--- src/rtl/adder_datapath_pkg.sv ---
// Shared definitions for the adder datapath: load-sequence tracker state
// encodings and a small strobe-decoding helper.
package adder_datapath_pkg;

  // Gray-style encoding shared with the control path: IDLE -> GOT_A -> GOT_B
  // changes one bit per legal step.
  typedef enum logic [1:0] {
    IDLE  = 2'b00,
    GOT_A = 2'b01,
    GOT_B = 2'b11
  } trk_state_e;

  // True when two or more of the three load strobes are high together.
  function automatic logic multi_hot3(input logic a, input logic b, input logic c);
    return (a & b) | (a & c) | (b & c);
  endfunction

endpackage

--- src/rtl/adder_datapath_ld_seq_tracker.sv ---
// Load-sequence tracker: follows the lda -> ldb -> ldc strobe order, pulses
// done on a completed sequence and raises a sticky seq_err on any violation.
//
// Strobe protocol: lda/ldb/ldc are single-cycle commands sampled on the rising
// clock edge. There is no back-pressure; exactly one strobe high in a cycle is
// a legal command, none high is an idle cycle, more than one is a violation
// that performs no load.
module adder_datapath_ld_seq_tracker
  import adder_datapath_pkg::*;
(
  input  logic       clk,
  input  logic       rst,
  input  logic       lda,
  input  logic       ldb,
  input  logic       ldc,
  input  logic       clr_err,
  output logic       done,
  output logic       busy,
  output logic       seq_err,
  output logic       multi_strobe,
  output trk_state_e state_o
);

  trk_state_e state_q, state_d;
  logic       done_q, done_d;
  logic       seq_err_q, seq_err_d;
  logic       err_set;

  assign multi_strobe = multi_hot3(lda, ldb, ldc);

  // Next-state, done and error decode from the current state and strobes.
  always_comb begin
    state_d = state_q;
    done_d  = 1'b0;
    err_set = 1'b0;
    if (multi_strobe) begin
      state_d = IDLE;
      err_set = 1'b1;
    end else if (lda) begin
      // lda always (re)starts a sequence, never an error.
      state_d = GOT_A;
    end else if (ldb) begin
      if (state_q == GOT_A) begin
        state_d = GOT_B;
      end else begin
        state_d = IDLE;
        err_set = 1'b1;
      end
    end else if (ldc) begin
      state_d = IDLE;
      if (state_q == GOT_B) begin
        done_d = 1'b1;
      end else begin
        err_set = 1'b1;
      end
    end
    // A new violation wins over a simultaneous clear.
    if (err_set) begin
      seq_err_d = 1'b1;
    end else if (clr_err) begin
      seq_err_d = 1'b0;
    end else begin
      seq_err_d = seq_err_q;
    end
  end

  // Tracker state, registered done pulse and sticky error flag.
  always_ff @(posedge clk or negedge rst) begin
    if (!rst) begin
      state_q   <= IDLE;
      done_q    <= 1'b0;
      seq_err_q <= 1'b0;
    end else begin
      state_q   <= state_d;
      done_q    <= done_d;
      seq_err_q <= seq_err_d;
    end
  end

  assign done    = done_q;
  assign busy    = (state_q != IDLE);
  assign seq_err = seq_err_q;
  assign state_o = state_q;

endmodule

--- src/rtl/adder_datapath.sv ---
// Adder datapath: loads operands A and B from a shared bus and captures the
// (WIDTH+1)-bit sum into C under control of the lda/ldb/ldc strobes.
module adder_datapath
  import adder_datapath_pkg::*;
#(
  parameter int WIDTH = 8
) (
  input  logic             clk,
  input  logic             rst,
  input  logic [WIDTH-1:0] data_in,
  input  logic             lda,
  input  logic             ldb,
  input  logic             ldc,
  input  logic             clr_err,
  output logic [WIDTH-1:0] sum,
  output logic             cout,
  output logic             done,
  output logic             busy,
  output logic             seq_err,
  output trk_state_e       dbg_state
);

  logic [WIDTH-1:0] a_q, a_d;
  logic [WIDTH-1:0] b_q, b_d;
  logic [WIDTH:0]   c_q, c_d;
  logic             multi_strobe;

  adder_datapath_ld_seq_tracker u_tracker (
    .clk          (clk),
    .rst          (rst),
    .lda          (lda),
    .ldb          (ldb),
    .ldc          (ldc),
    .clr_err      (clr_err),
    .done         (done),
    .busy         (busy),
    .seq_err      (seq_err),
    .multi_strobe (multi_strobe),
    .state_o      (dbg_state)
  );

  // Register loads; out-of-order strobes still load, simultaneous ones do not.
  always_comb begin
    a_d = a_q;
    b_d = b_q;
    c_d = c_q;
    if (!multi_strobe) begin
      if (lda) a_d = data_in;
      if (ldb) b_d = data_in;
      if (ldc) c_d = {1'b0, a_q} + {1'b0, b_q};
    end
  end

  // Operand and result registers.
  always_ff @(posedge clk or negedge rst) begin
    if (!rst) begin
      a_q <= '0;
      b_q <= '0;
      c_q <= '0;
    end else begin
      a_q <= a_d;
      b_q <= b_d;
      c_q <= c_d;
    end
  end

  assign sum  = c_q[WIDTH-1:0];
  assign cout = c_q[WIDTH];

endmodule

--- config.mk ---
export PLATFORM = sky130hd
export DESIGN_NAME = adder_datapath
export DESIGN_NICKNAME = d
export VERILOG_FILES = /design/src/rtl/adder_datapath_pkg.sv /design/src/rtl/adder_datapath_ld_seq_tracker.sv /design/src/rtl/adder_datapath.sv
export SDC_FILE = /design/constraint.sdc
export NUM_CORES = 1
export LEC_CHECK = 0
export ABC_AREA = 1
export CORE_MARGIN = 3
export CORE_UTILIZATION = 40
export CTS_CLUSTER_SIZE = 24
export DETAILED_ROUTE_END_ITERATION = 8
export DONT_BUFFER_PORTS = 1
export SYNTH_ARGS = -nofsm -noshare
export SYNTH_HDL_FRONTEND = slang
export SYNTH_SLANG_ARGS = --single-unit
--- constraint.sdc ---
create_clock -name clk -period 1.48 [get_ports clk]
set_input_delay 0.148 -clock clk [delete_from_list [all_inputs] [get_ports clk]]
set_output_delay 0.148 -clock clk [all_outputs]
set_load 0.01 [all_outputs]
==> flow_summary_export.csv <==
group,metric,value,unit
synth,ys_seq_elements,29,
cells_and_area,fillerInstances,352,
timing,holdWs,0.0293,ns
placement,io_buffers,0,
detailed_routing,vias_per_cell,4.82,
clock_tree,clockRootBuffer,"clkbuf_8",
worst_setup_path,path_max_fanout,3,
floorplanning,fp.dieW,68.4,um
clock_tree,cts_num_sinks,29,
timing,fin_worst_skew,0.00424,ns
power_and_ir_drop,p_seq_frac,0.427,
synth,syn_area,1560,um^2
flow_run,drv_cap,0,
floorplanning,core_area,3720,um^2
detailed_routing,wire_per_inst,12.8,um
clock_tree,clk_pin_slew,0.06,ns
synth,ys_warn_count,0,
worst_setup_path,cp_slowest_cell,"dfrtp_1",
timing,hold_viol_final,0,
synth,synth_edf_count,0,
worst_setup_path,path_class,"flop to flop",
cells_and_area,final_util,0.490,
synth,yosys-top-cells-count,"nand2_1, dfrtp_1, inv_1",
timing,slew_viol_final,0,
min_path,hold_path_class,"primary input to flop",
timing,finalCritPeriodShare,1.01,
power_and_ir_drop,combPwrFrac,0.254,
synth,synth_fp_nets,204,
cells_and_area,areaGrowthSynthToFinish,16.9,%
power_and_ir_drop,p_sw,0.000826,W
timing,timing.final.ws_setup,-0.00961,ns
cells_and_area,stdcell_count,238,
detailed_routing,num_vias,1147,
clock_tree,clk_latency,0.28,ns
worst_setup_path,crit_buf_inv,0,
clock_tree,clock_path_buffers,2,
detailed_routing,routed_wl,3050,um
detailed_routing,drc,0,
cells_and_area,layout.nets,212,
placement,dp.cells,227,
worst_setup_path,critPathMaxStageDelay,0.41,ns
worst_setup_path,worstPathArrival,1.66,ns
timing,max-slew-margin-rel,0.728,
timing,max_freq,671,MHz
worst_setup_path,crit_family,"adder cells",
power_and_ir_drop,p_int,0.00179,W
synth,synth_ff_type,"dfrtp_1",
synth,synth_area_leader_cell,"dfrtp_1",
floorplanning,die-area,4680,um^2
timing,rsz0062_at_grt,"yes",
power_and_ir_drop,peakVddDrop,0.390,mV
global_route,grt_pass1_vias,1153,
synth,seq_area_frac_synth,0.465,
worst_setup_path,cp-start-kind,"flop",
placement,gp_congestion,0.801,
synth,synthTopCellsByArea,"dfrtp_1, nand2_1, ha_1",
synth,yosysMostFrequentCell,"nand2_1",
synth,synth-async-reset-ratio,1.00,
worst_setup_path,path_cells,"ha_4 > fa_2 > nand2_2 > nand2_2 > nand3_2 > nand3b_1 > nand3_2 > nand2_1",
clock_tree,cts.htree.levels,2,
worst_setup_path,critPathCaptureType,"flop",
power_and_ir_drop,switching_share,0.315,
power_and_ir_drop,p_leak,0.912,nW
floorplanning,die_h,68.4,um
global_route,track_usage,0.145,
detailed_routing,detail-route-antenna-nets,0,
floorplanning,start_util,0.420,
global_route,overflow,0,
detailed_routing,dr.first_iter.drc_count,59,
global_route,grt_max_degree,30,
synth,ys_types,22,
outcome,status,"complete, but fails checks",
floorplanning,num_rows,22,
power_and_ir_drop,p_clk_frac,0.319,
synth,syn_area_per_cell,8.61,um^2
outcome,violations,"setup timing",
detailed_routing,dr.pass1.iters,4,
timing,worst-slew-pin-transition,0.406,ns
timing,setup_violations,2,
floorplanning,io_pins,28,
worst_setup_path,critPathRequiredTime,1.65,ns
synth,yosys.area.top_type_share,0.465,
cells_and_area,diodes,0,
cells_and_area,final_layout_size_suffix_gt1_frac,0.247,
clock_tree,cts_tree,"yes",
global_route,grt_pass1_wl,4880,um
clock_tree,numCtsBuffers,5,
power_and_ir_drop,finalPower,0.00262,W
global_route,antenna_found_initial,0,
synth,postSynthCellCount,181,
power_and_ir_drop,power_density,1440,nW/um^2
timing,period_needed,1.49,ns
placement,dpl.hpwl,2120,um
-- sequential cells by signal, indices dropped and copies added (netlist names) --
name               cells
b_q                    8
c_q                    9
u_tracker.done         1
u_tracker.seq_err      1
u_tracker.state_o      2
a_q                    8
-- per-layer routing --
layer | track usage | routed length, um
met5 | 0 | 0
met4 | 0.0670 | 46
met3 | 0.0657 | 162
met2 | 0.236 | 1450
met1 | 0.159 | 1400
-- per-stage QoR --
step	setup TNS (ns)	area (um^2)	worst slack, ns
5_1_grt	-0.320	1820	-0.118
3_3_place_gp	-0.00446	1600	-0.00446
4_1_cts	-0.0188	1760	-0.0187
3_5_place_dp	-0.0618	1600	-0.0363
2_1_floorplan	0	1560	0.0375
6_report	-0.0107	1820	-0.00961
-- area by class of cell --
cell class,count,area [um^2],share of cell area
clock inverters,2,37.5,0.0206
flip-flops and latches,29,726,0.398
clock buffers,6,82.6,0.0453
inverters,24,92.6,0.0508
multi-input cells,125,778,0.427
well taps,48,60.1,0.0330
repair buffers,4,45.0,0.0247
-- cells by family (layout without fill, tap and decap cells) --
kind of cell,Yosys count,after routing,synth area share
AND/OR/NAND/NOR,85,85,0.244
flip-flops,29,29,0.465
XOR/XNOR,1,1,0.00562
adder cells (fa/ha/maj),9,9,0.0770
buffers and inverters,27,36,0.0811
AO/OA/AOI/OAI,30,30,0.127
-- what timing repair did --
| action | 4_1_cts | 5_1_grt |
|---|---|---|
| hold endpoints to repair | 29 | 0 |
| setup buffers | 0 | 1 |
| pin swaps | 6 | 5 |
| resized for setup | 5 | 9 |
| setup endpoints to repair | 2 | 7 |
| hold buffers | 2 | 0 |
-- worst reg2reg max path, stage by stage (launching register included) --
cell and delay [ns]:
dfrtp_1 0.41, ha_4 0.18, fa_2 0.34, nand2_2 0.09, nand2_2 0.08, nand3_2 0.09, nand3b_1 0.09, nand3_2 0.07
nand2_1 0.04
-- final timing paths --
path / to / slack [ns] / depth (start not counted) / startpoint
worst min register to register: a_q[3]$_DFFE_PN0P_ / 0.49 / 2 / a_q[3]$_DFFE_PN0P_
worst min-delay path: b_q[2]$_DFFE_PN0P_ / 0.03 / 2 / data_in[2]
min in group asynchronous: u_tracker.state_o[0]$_DFFE_PN0P_ / 0.31 / 2 / rst
max in group asynchronous: c_q[8]$_DFFE_PN0P_ / 1.01 / 2 / rst
worst max-delay path: c_q[6]$_DFFE_PN0P_ / -0.01 / 8 / b_q[0]$_DFFE_PN0P_
worst max register to register: c_q[6]$_DFFE_PN0P_ / -0.01 / 8 / b_q[0]$_DFFE_PN0P_
-- power groups by stage --
stage / sequential [W] / combinational (W) / clock, W
finish: 0.00112 / 0.000666 / 0.000835
global route: 0.00114 / 0.000769 / 0.000897
CTS: 0.00111 / 0.000608 / 0.000859
detailed placement: 0.00112 / 0.000563 / 0
global placement: 0.00112 / 0.000548 / 0
floorplan: 0.00109 / 0.000477 / 0
-- cells in the final DEF, fill, tap and decap left out, drive strengths merged --
master       instances
nand2               59
inv                 24
xnor2                1
bufinv               1
dfrtp               29
nor2                12
o221ai               1
or2                  2
nand3b               2
a21oi                8
clkinvlp             1
clkbuf               6
fa                   1
ha                   8
buf                  3
o21ai               20
o21bai               1
dlygate4sd3          1
nand3               10
(Power assumes the default switching activity.)
